**config.mk**
```make
export PLATFORM = sky130hd
export DESIGN_NAME = fpu_complete_flat
export DESIGN_NICKNAME = d
export VERILOG_FILES = /design/src/rtl/fpu_pkg.sv /design/src/rtl/fpu_complete_if.sv /design/src/rtl/fpu_result_fifo.sv /design/src/rtl/fpu_complete.sv /design/src/flat_wrapper.sv
export SDC_FILE = /design/constraint.sdc
export NUM_CORES = 1
export LEC_CHECK = 0
export BUFFER_PORTS_ARGS = -buffer_cell sky130_fd_sc_hd__buf_2
export CAP_MARGIN = 20
export CORE_MARGIN = 4
export CORE_UTILIZATION = 59
export DETAILED_ROUTE_END_ITERATION = 16
export PLACE_DENSITY = 0.8
export SLEW_MARGIN = 10
export SYNTH_ARGS = -nofsm -noshare
export SYNTH_HDL_FRONTEND = slang
export SYNTH_SLANG_ARGS = --single-unit
```
**constraint.sdc**
```tcl
create_clock -name clk -period 2.6 [get_ports clk]
set_input_delay 0.52 -clock clk [delete_from_list [all_inputs] [get_ports clk]]
set_output_delay 0.52 -clock clk [all_outputs]
set_load 0.01 [all_outputs]
```
**src/rtl/fpu_pkg.sv**
```systemverilog
// Shared types for the FPU completion path: result entry layout and depth legality check.
// Latency: n/a (types only).
// Backpressure: n/a.
package fpu_pkg;

    localparam int LG_PRF_WIDTH = 4;
    localparam int LG_ROB_WIDTH = 4;
    localparam int LG_FCR_WIDTH = 4;

    typedef struct packed {
        logic [63:0]             y;
        logic [LG_ROB_WIDTH-1:0] rob;
        logic [LG_PRF_WIDTH-1:0] dst;
        logic [LG_FCR_WIDTH-1:0] fcr;
        logic                    is_cmp;
    } fpu_result_t;

    // The FPU cannot stall, so the buffer must absorb a full pipe of results plus one.
    function automatic bit depth_legal(input int lg_depth, input int fpu_lat);
        return (1 << lg_depth) >= (fpu_lat + 1);
    endfunction

endpackage

```
**src/rtl/fpu_complete_if.sv**
```systemverilog
// FPU result capture, completion port and issue-credit signals of fpu_complete.
// Latency: n/a (wires only).
// Backpressure: out_valid/out_ready on the completion side; can_issue toward the scheduler.
interface fpu_complete_if
    import fpu_pkg::*;
#(
    parameter int LG_DEPTH = 2
);
    logic                    fpu_start;
    logic                    in_val;
    logic                    in_cmp_val;
    logic [63:0]             in_y;
    logic [LG_ROB_WIDTH-1:0] in_rob_ptr;
    logic [LG_PRF_WIDTH-1:0] in_dst_ptr;
    logic [LG_FCR_WIDTH-1:0] in_fcr_ptr;
    logic                    out_valid;
    logic                    out_ready;
    logic [63:0]             out_y;
    logic [LG_ROB_WIDTH-1:0] out_rob_ptr;
    logic [LG_PRF_WIDTH-1:0] out_dst_ptr;
    logic [LG_FCR_WIDTH-1:0] out_fcr_ptr;
    logic                    out_is_cmp;
    logic                    can_issue;
    logic [LG_DEPTH:0]       occupancy;
    logic                    err;

    modport master (
        output fpu_start, in_val, in_cmp_val, in_y, in_rob_ptr, in_dst_ptr, in_fcr_ptr, out_ready,
        input  out_valid, out_y, out_rob_ptr, out_dst_ptr, out_fcr_ptr, out_is_cmp,
               can_issue, occupancy, err
    );

    modport slave (
        input  fpu_start, in_val, in_cmp_val, in_y, in_rob_ptr, in_dst_ptr, in_fcr_ptr, out_ready,
        output out_valid, out_y, out_rob_ptr, out_dst_ptr, out_fcr_ptr, out_is_cmp,
               can_issue, occupancy, err
    );
endinterface

```
**src/rtl/fpu_result_fifo.sv**
```systemverilog
// Circular FIFO of fpu_result_t with registered head, occupancy and full/empty.
// Latency: 1 cycle write-to-head.
// Backpressure: push is dropped when full unless a pop happens in the same cycle.
module fpu_result_fifo
    import fpu_pkg::*;
#(
    parameter int LG_DEPTH = 2
) (
    input  logic              clk,
    input  logic              reset,
    input  logic              push_i,
    input  logic              pop_i,
    input  fpu_result_t       wdata_i,
    output fpu_result_t       head_o,
    output logic [LG_DEPTH:0] occupancy_o,
    output logic              full_o,
    output logic              empty_o
);
    localparam int DEPTH = 1 << LG_DEPTH;

    fpu_result_t           mem_q [DEPTH];
    logic [LG_DEPTH-1:0]   rd_ptr_q, rd_ptr_d;
    logic [LG_DEPTH-1:0]   wr_ptr_q, wr_ptr_d;
    logic [LG_DEPTH:0]     occ_q, occ_d;
    logic                  wr_en, rd_en;

    assign full_o      = (occ_q == (LG_DEPTH+1)'(DEPTH));
    assign empty_o     = (occ_q == '0);
    assign occupancy_o = occ_q;
    assign head_o      = mem_q[rd_ptr_q];

    assign wr_en = push_i & (~full_o | pop_i);
    assign rd_en = pop_i & ~empty_o;

    always_comb begin
        rd_ptr_d = rd_ptr_q;
        wr_ptr_d = wr_ptr_q;
        occ_d    = occ_q;
        if (wr_en) wr_ptr_d = wr_ptr_q + LG_DEPTH'(1);
        if (rd_en) rd_ptr_d = rd_ptr_q + LG_DEPTH'(1);
        if (wr_en && !rd_en)      occ_d = occ_q + (LG_DEPTH+1)'(1);
        else if (!wr_en && rd_en) occ_d = occ_q - (LG_DEPTH+1)'(1);
    end

    // Storage is reset so the completion outputs read zero out of reset.
    always_ff @(posedge clk or negedge reset) begin
        if (!reset) begin
            rd_ptr_q <= '0;
            wr_ptr_q <= '0;
            occ_q    <= '0;
            for (int i = 0; i < DEPTH; i++) mem_q[i] <= '0;
        end else begin
            rd_ptr_q <= rd_ptr_d;
            wr_ptr_q <= wr_ptr_d;
            occ_q    <= occ_d;
            if (wr_en) mem_q[wr_ptr_q] <= wdata_i;
        end
    end
endmodule

```
**src/rtl/fpu_complete.sv**
```systemverilog
// FPU completion buffer with in-flight credit to the scheduler; FPU_COMPLETE_BYPASS_EN adds an empty-FIFO bypass.
// Latency: 1 cycle push-to-out_valid (0 cycles through the bypass when enabled and empty).
// Backpressure: out_valid/out_ready downstream; upstream throttled only via can_issue.
module fpu_complete
    import fpu_pkg::*;
#(
    parameter int FPU_LAT  = 2,
    parameter int LG_DEPTH = 2
) (
    input  logic          clk,
    input  logic          reset,
    fpu_complete_if.slave bus
);
    localparam int DEPTH = 1 << LG_DEPTH;
    localparam logic [LG_DEPTH:0] INFL_MAX = '1;

    if (!depth_legal(LG_DEPTH, FPU_LAT)) begin : g_depth_check
        $error("fpu_complete: FIFO depth must be at least FPU_LAT+1");
    end

    fpu_result_t         in_res, head, out_res;
    logic                push, fifo_push, fifo_pop, fifo_full, fifo_empty, drop;
    logic [LG_DEPTH:0]   fifo_occ, inflight_q, inflight_d;
    logic [LG_DEPTH+1:0] credit_sum;
    logic                err_q, err_d, can_issue;

    assign push   = bus.in_val | bus.in_cmp_val;
    assign in_res = '{y: bus.in_y, rob: bus.in_rob_ptr, dst: bus.in_dst_ptr,
                      fcr: bus.in_fcr_ptr, is_cmp: bus.in_cmp_val};

`ifdef FPU_COMPLETE_BYPASS_EN
    assign bus.out_valid = ~fifo_empty | push;
    assign out_res       = fifo_empty ? in_res : head;
    assign fifo_push     = push & ~(fifo_empty & bus.out_ready);
`else
    assign bus.out_valid = ~fifo_empty;
    assign out_res       = head;
    assign fifo_push     = push;
`endif
    assign fifo_pop = bus.out_ready & ~fifo_empty;
    assign drop     = push & fifo_full & ~fifo_pop;

    fpu_result_fifo #(.LG_DEPTH(LG_DEPTH)) u_fifo (
        .clk         (clk),
        .reset       (reset),
        .push_i      (fifo_push),
        .pop_i       (fifo_pop),
        .wdata_i     (in_res),
        .head_o      (head),
        .occupancy_o (fifo_occ),
        .full_o      (fifo_full),
        .empty_o     (fifo_empty)
    );

    assign bus.out_y       = out_res.y;
    assign bus.out_rob_ptr = out_res.rob;
    assign bus.out_dst_ptr = out_res.dst;
    assign bus.out_fcr_ptr = out_res.fcr;
    assign bus.out_is_cmp  = out_res.is_cmp;
    assign bus.occupancy   = fifo_occ;
    assign bus.err         = err_q;
    assign bus.can_issue   = can_issue;

    // Every issued op holds a slot until its result lands, so held + in flight never exceeds DEPTH.
    assign credit_sum = {1'b0, fifo_occ} + {1'b0, inflight_q};
    assign can_issue  = credit_sum < (LG_DEPTH+2)'(DEPTH);

    always_comb begin
        inflight_d = inflight_q;
        if (bus.fpu_start && !push) begin
            if (inflight_q != INFL_MAX) inflight_d = inflight_q + (LG_DEPTH+1)'(1);
        end else if (push && !bus.fpu_start && inflight_q != '0) begin
            inflight_d = inflight_q - (LG_DEPTH+1)'(1);
        end
    end

    assign err_d = err_q | drop | (push & (inflight_q == '0))
                 | (bus.fpu_start & ~can_issue) | (bus.in_val & bus.in_cmp_val);

    always_ff @(posedge clk or negedge reset) begin
        if (!reset) begin
            inflight_q <= '0;
            err_q      <= 1'b0;
        end else begin
            inflight_q <= inflight_d;
            err_q      <= err_d;
        end
    end
endmodule

```
**src/flat_wrapper.sv**
```systemverilog
// flat-port wrapper written by rule: the top's interface ports become plain ports
module fpu_complete_flat import fpu_pkg::*;
#(
    parameter int FPU_LAT  = 2,
    parameter int LG_DEPTH = 2
)
  (clk, reset, bus_fpu_start, bus_in_val, bus_in_cmp_val, bus_in_y, bus_in_rob_ptr, bus_in_dst_ptr, bus_in_fcr_ptr, bus_out_ready, bus_out_valid, bus_out_y, bus_out_rob_ptr, bus_out_dst_ptr, bus_out_fcr_ptr, bus_out_is_cmp, bus_can_issue, bus_occupancy, bus_err);
  fpu_complete_if #(.LG_DEPTH(LG_DEPTH)) bus_i ();
  input  logic clk;
  input  logic reset;
  input wire logic [$bits(bus_i.fpu_start)-1:0] bus_fpu_start;
  input wire logic [$bits(bus_i.in_val)-1:0] bus_in_val;
  input wire logic [$bits(bus_i.in_cmp_val)-1:0] bus_in_cmp_val;
  input wire logic [$bits(bus_i.in_y)-1:0] bus_in_y;
  input wire logic [$bits(bus_i.in_rob_ptr)-1:0] bus_in_rob_ptr;
  input wire logic [$bits(bus_i.in_dst_ptr)-1:0] bus_in_dst_ptr;
  input wire logic [$bits(bus_i.in_fcr_ptr)-1:0] bus_in_fcr_ptr;
  input wire logic [$bits(bus_i.out_ready)-1:0] bus_out_ready;
  output wire logic [$bits(bus_i.out_valid)-1:0] bus_out_valid;
  output wire logic [$bits(bus_i.out_y)-1:0] bus_out_y;
  output wire logic [$bits(bus_i.out_rob_ptr)-1:0] bus_out_rob_ptr;
  output wire logic [$bits(bus_i.out_dst_ptr)-1:0] bus_out_dst_ptr;
  output wire logic [$bits(bus_i.out_fcr_ptr)-1:0] bus_out_fcr_ptr;
  output wire logic [$bits(bus_i.out_is_cmp)-1:0] bus_out_is_cmp;
  output wire logic [$bits(bus_i.can_issue)-1:0] bus_can_issue;
  output wire logic [$bits(bus_i.occupancy)-1:0] bus_occupancy;
  output wire logic [$bits(bus_i.err)-1:0] bus_err;
  assign bus_i.fpu_start = bus_fpu_start;
  assign bus_i.in_val = bus_in_val;
  assign bus_i.in_cmp_val = bus_in_cmp_val;
  assign bus_i.in_y = bus_in_y;
  assign bus_i.in_rob_ptr = bus_in_rob_ptr;
  assign bus_i.in_dst_ptr = bus_in_dst_ptr;
  assign bus_i.in_fcr_ptr = bus_in_fcr_ptr;
  assign bus_i.out_ready = bus_out_ready;
  assign bus_out_valid = bus_i.out_valid;
  assign bus_out_y = bus_i.out_y;
  assign bus_out_rob_ptr = bus_i.out_rob_ptr;
  assign bus_out_dst_ptr = bus_i.out_dst_ptr;
  assign bus_out_fcr_ptr = bus_i.out_fcr_ptr;
  assign bus_out_is_cmp = bus_i.out_is_cmp;
  assign bus_can_issue = bus_i.can_issue;
  assign bus_occupancy = bus_i.occupancy;
  assign bus_err = bus_i.err;
  fpu_complete #(.FPU_LAT(FPU_LAT), .LG_DEPTH(LG_DEPTH)) u_core (.clk(clk), .reset(reset), .bus(bus_i));
endmodule
```
== Word level (Yosys, flattened, before mapping) ==
Index checks and enable logic that the tools add are counted.

* Bits in registers: 319
* Latch bits: 0
* Memory bits (writable): 0
* ROM bits: 0
* Bits of input ports: 82
* Output and inout bits: 83
* Logic and storage cells: 86
* Memories: 0

* $add $sub $neg: 7
* Multiply operators: 0
* Divide/modulo/power cells: 0
* Order comparisons: 4
* Equal/unequal tests: 3
* Shift operators: 0
* Mux-type cells: 11
* Bitwise logic cells: 20
* Reduce and logical (&&, ||, !) cells: 16

{| class="wikitable"
|+ Operator list
! cell !! count
|-
| bitwise mux 308 bit || 1
|-
| 2-to-1 mux 77 bit || 3
|-
| binary-select mux 77 bit (select 2 bit) || 1
|-
| demux 77 bit (select 2 bit) || 1
|-
| 2-to-1 mux 3 bit || 5
|-
| bitwise AND 1 bit || 8
|-
| adder 3 x 1 -> 3 bit (second input constant) || 2
|-
| >= comparator 3 bit (second input constant) || 2
|-
| logical AND 1 bit || 6
|-
| logical NOT 3 bit || 2
|-
| inverter 2 -> 3 bit || 2
|-
| bitwise OR 1 bit || 6
|-
| subtractor 3 x 1 -> 3 bit (second input constant) || 2
|-
| adder 2 x 1 -> 2 bit (second input constant) || 2
|-
| adder 3 x 3 -> 4 bit || 1
|-
| logical NOT 1 bit || 4
|-
| < comparator 4 x 3 -> 1 bit (second input constant) || 1
|-
| inverter 1 bit || 4
|-
| nonzero test 2 bit || 2
|-
| == test 3 bit (second input constant) || 1
|-
| < comparator 3 x 1 -> 1 bit (second input constant) || 1
|-
| inequality test 3 bit (second input constant) || 1
|-
| nonzero test 3 bit || 1
|-
| inequality test 2 bit (second input constant) || 1
|-
| AND reduction 2 bit || 1
|}

== Depth between registers and ports, before layout ==
* Word-level depth: 9
* Gate-level depth with buffers: 9
* Mapped depth without buffers: 8

== Modules after synthesis ==
From an unflattened synthesis, not the netlist that was laid out.

* Cells, all modules: 826
* Area total of the unflattened synthesis: 14084.8 µm²

{| class="wikitable"
|+ By module, submodules not included
! module !! times used !! cells an instance !! area an instance (µm²) !! seq. area each (µm²)
|-
| fpu_result_fifo || 1 || 782 || 13695.6 || 7882.6
|-
| fpu_complete || 1 || 44 || 389.1 || 100.1
|}

== Worst setup path after synthesis ==
No wires, ideal clock.

* Path kind: input to register
* Start point: input bus_fpu_start
* End point: register u_core.inflight_q[1]
* Setup time: 0.138 ns
* Data arrival time: 2.389 ns
* Data required time: 2.462 ns
* Path slack: 0.073 ns
* Cell stages on the path: 7
* Path buffers: 1
* Path through: clkbuf_1 > nor3b_1 > inv_1 > fa_1 > or4b_2 > a21oi_1 > a211oi_1

* Elaborated cells between the ends (all ways): 8
* Those cells by class: 1 x eq/ne; 1 x mux; 6 x reduce/logical

{| class="wikitable"
|+ RTL lines
! item !! RTL line !! text
|-
| start: declaration || flat_wrapper.sv:11 || <nowiki>input wire logic [$bits(bus_i.fpu_start)-1:0] bus_fpu_start;</nowiki>
|-
| logical AND 1 bit || fpu_complete.sv:70 || <nowiki>if (bus.fpu_start && !push) begin</nowiki>
|-
| 2-to-1 mux 3 bit || fpu_complete.sv:70 ||
|-
| named net u_core.inflight_d[1] || fpu_complete.sv:23 || <nowiki>logic [LG_DEPTH:0] fifo_occ, inflight_q, inflight_d;</nowiki>
|-
| end signal: assignment || fpu_complete.sv:85 || <nowiki>inflight_q <= inflight_d;</nowiki>
|-
| end: declaration || fpu_complete.sv:23 ||
|}

The timed path passes the listed nets, and every way through them passes these cells.
A chain may end at the register's enable or synchronous reset.

== Final worst setup path ==
* Start point: register u_core.u_fifo.rd_ptr_q[0]
* End point: output bus_out_y[31]

* Longest elaborated chain between the ends: 4

{| class="wikitable"
|+ RTL lines
! item !! RTL line !! text
|-
| start: declaration || fpu_result_fifo.sv:22 || <nowiki>logic [LG_DEPTH-1:0] rd_ptr_q, rd_ptr_d;</nowiki>
|-
| start signal: assignment || fpu_result_fifo.sv:53 || <nowiki>rd_ptr_q <= rd_ptr_d;</nowiki>
|-
| inverter 2 -> 3 bit (not written as such) || fpu_result_fifo.sv:30 || <nowiki>assign head_o = mem_q[rd_ptr_q];</nowiki>
|-
| binary-select mux 77 bit (select 2 bit) || fpu_result_fifo.sv:30 ||
|-
| 2-to-1 mux 77 bit (not written as such) (2 in a row) || fpu_result_fifo.sv:30 ||
|-
| end: declaration || flat_wrapper.sv:20 || <nowiki>output wire logic [$bits(bus_i.out_y)-1:0] bus_out_y;</nowiki>
|}

Every way passes these cells. The select of a mux whose other input is x is not followed.

==> summary.md <==
| Metric | Value |
|---|---|
| Final Cycle Share | 0.969 |
| Worst-Skew Late Latency | 500 ps |
| Congestion Overflow GR | 0 |
| Final instance area | 17100 um^2 |
| Pin count of the biggest net entering global routing | 63 |
| Pre-CTS setup slack | 17.3 ps |
| CTS H-tree lvls | 2 |
| Initial drt markers | 390 |
| I/O Pins | 165 |
| Final setup viols | 0 |
| # clock sinks | 319 |
| Number of global-route vias before repair | 8932 |
| FP Rows | 57 |
| Sequential area share after synthesis | 0.541 |
| Post-layout min period | 2520 ps |
| EDFF count, synth | 0 |
| Diode count | 0 |
| Slew Limit Headroom | 0.656 |
| Die Wd | 166 um |
| Req. time, crit path | 2080 ps |
| Post-CTS Repair Setup Buffers | 0 |
| R2r worst-path depth | 7 |
| Number of vias per cell | 5.84 |
| RSZ-0062 raised after global routing | true |
| Hold EP | u_core.u_fifo.mem_q[251] |
| Sequential share of power | 0.357 |
| CORE AREA | 24500 um^2 |
| Hold Fails Final Rpt | 0 |
| Initial core utilization | 0.603 |
| Final slew viol count | 0 |
| Clock-pin slew on the worst setup and hold paths | 60 ps |
| Crit path DAT | 2000 ps |
| Most used DFF post-synth | dfrtp_1 |
| Layout area overhead | 16.0% |
| Crit. End Element | output pin |
| Nets | 1106 |
| Synthesis Warnings | 0 |
| Worst vdd ir | 0.895 mV |
| Syn_area_per_cell | 17.8 um^2 |
| FILL cells | 1599 |
| Crit start category | flip-flop |
| Die height | 166 um |
| Int Power | 17.4 mW |
| Reg2Reg Setup Slack | 340 ps |
| Layout cells sized above 1 | 0.630 |
| Via count | 7962 |
| Total wire length | 29.1 mm |
| IO buf count | 164 |
| TritonCTS Buffers | 35 |
| Worst slew pin tran | 516 ps |
| Synthesized instance count | 828 |
| Hold/Removal Path Class | primary input to flip-flop |
| Reg-to-Reg Start | u_core.u_fifo.occupancy_o[1] |
| Switching power | 7.86 mW |
| Area of the multi-input gates | 6200 um^2 |
| Post-synth ARST share | 1.00 |
| Sw frac | 0.311 |
| Synth cell types | 42 |
| Mapped Nets | 919 |
| WS Path Type | flip-flop to output pin |
| WHS | 297 ps |
| Clock share of power | 0.192 |
| RD Place Congestion | 0.747 |
| Area after DPL | 16000 um^2 |
| Finished Layout Cells | 1364 |
| Status | finished, final reports clean |
| Synthesis-stage register bit count | 319 |
| Synth Cell Area | 14800 um^2 |
| First-pass GRT wire length | 48.3 mm |
| CTS tree | yes |
| Hold Path Depth | 2 |
| MaxCap Viol Count | 0 |
| DIE AREA | 27600 um^2 |
| Initial antenna violation count | 1 |
| Wirelength per Cell | 21.3 um |
| Cell Pwr Density | 1480 nW/um^2 |
| Total power | 25.3 mW |
| Post-route setup slack | 79.7 ps |
| Remaining antenna violation count | 0 |
| HPWL after DPL | 19.0 mm |
| Root buffer cell | clkbuf_16 |
| Share of total power in combinational logic | 0.451 |
| Critical Path Fanout Max | 32 |
| Max Fclk | 397 MHz |
| LEAKAGE | 7.86 nW |
| Register area | 7990 um^2 |
| R2R Path End | u_core.u_fifo.occupancy_o[1] |
| Residual DRC | 0 |
| Tot GR Track Use | 0.214 |
| Worst hold start | bus_in_y[7] |
| DP Cell Count | 1301 |
| Skew final | 7.82 ps |
| DR pass1 iterations | 6 |
| Clock Tree Buf Depth | 3 |
## cell type report
cell class	count	area share
clock buffer	54	0.0613
clock inverter	8	0.00526
inverter	5	0.00110
multi-input combinational	447	0.362
sequential	319	0.467
tap	324	0.0237
timing repair buffer	207	0.0797
## timing repair
action                     4_1_cts  5_1_grt
hold endpoints to repair        52        0
resized for setup                0        1
hold buffers                     1        0
setup endpoints to repair        0        1
## cells in the final DEF (no fill, tap or decap), types with 6 or more instances in the layout
cell type	count
clkbuf_8	6
mux2_2	189
buf_2	163
clkbuf_16	37
dfrtp_1	317
buf_4	26
mux2_4	120
ha_1	7
buf_12	15
mux4_2	77
clkinv_2	6
clkbuf_1	11
## synth_stat cells, drive strengths merged, types with 3 or more instances
library cell / instances / area [um^2]
dfrtp: 319 / 7980
mux4: 77 / 1730
nand3: 7 / 85.1
mux2: 309 / 3930
o21ai: 4 / 20.0
inv: 5 / 18.8
xnor2: 4 / 35.0
ha: 7 / 87.6
buf: 45 / 509
nor2: 3 / 11.3
clkbuf: 12 / 45.0
## critical path: stages, from the launching register on
cell     delay, ps
dfrtp_4        470
buf_12         270
mux4_2         570
buf_2          160
## sequential cells by signal, summed over array words and instances, names as in the netlist
name,flops
u_core.u_fifo.mem_q,308
u_core.bus.err,1
u_core.u_fifo.wr_ptr_q,2
u_core.u_fifo.occupancy_o,3
u_core.u_fifo.rd_ptr_q,2
u_core.inflight_q,3
## worst max path at each step
| stage | startpoint | endpoint | slack [ps] | depth (start not counted) |
|---|---|---|---|---|
| 2_1_floorplan | bus_fpu_start | u_core.inflight_q[1] | 70 | 7 |
| 6_report | u_core.u_fifo.rd_ptr_q[0] | bus_out_y[31] | 80 | 3 |
| 3_3_place_gp | bus_in_cmp_val | u_core.inflight_q[1] | 90 | 7 |
| 5_1_grt | u_core.u_fifo.rd_ptr_q[0] | bus_out_y[6] | -1 | 3 |
| 4_1_cts | u_core.u_fifo.rd_ptr_q[0] | bus_out_y[63] | 30 | 3 |
| 3_5_place_dp | bus_in_cmp_val | u_core.inflight_q[1] | 20 | 7 |
## power by group through the flow
stage | logic [mW] | registers (mW) | clock network (mW)
2_1_floorplan | 8.94 | 8.47 | 0
3_3_place_gp | 11.2 | 8.90 | 0
3_5_place_dp | 11.5 | 9.03 | 0
4_1_cts | 11.6 | 9.00 | 4.97
5_1_grt | 12.3 | 9.29 | 5.18
6_report | 11.4 | 9.03 | 4.85
## through the flow
| step | TNS [ps] | util |
|---|---|---|
| 6_report | 0 | 0.700 |
| 5_1_grt | -2.35 | 0.700 |
| 4_1_cts | 0 | 0.699 |
| 3_5_place_dp | 0 | 0.652 |
| 3_3_place_gp | 0 | 0.652 |
| 2_1_floorplan | 0 | - |
## cell families after synthesis
logic type | share of synthesized area
AOI/OAI and AO/OA | 0.00891
xor gates and xnor gates | 0.00356
adders and majority gates | 0.00865
buffers and inverters | 0.0388
DFF | 0.541
muxes | 0.384
and+or+nand+nor | 0.0150
## layer usage
layer / wire length, um / vias up / GRT usage
li1: - / 3478 / -
met1: 12400 / 4276 / 0.287
met2: 14600 / 163 / 0.363
met3: 1600 / 43 / 0.0495
met4: 491 / 2 / 0.0441
met5: 7 / - / 0
Power figures use the tool's default switching activity.
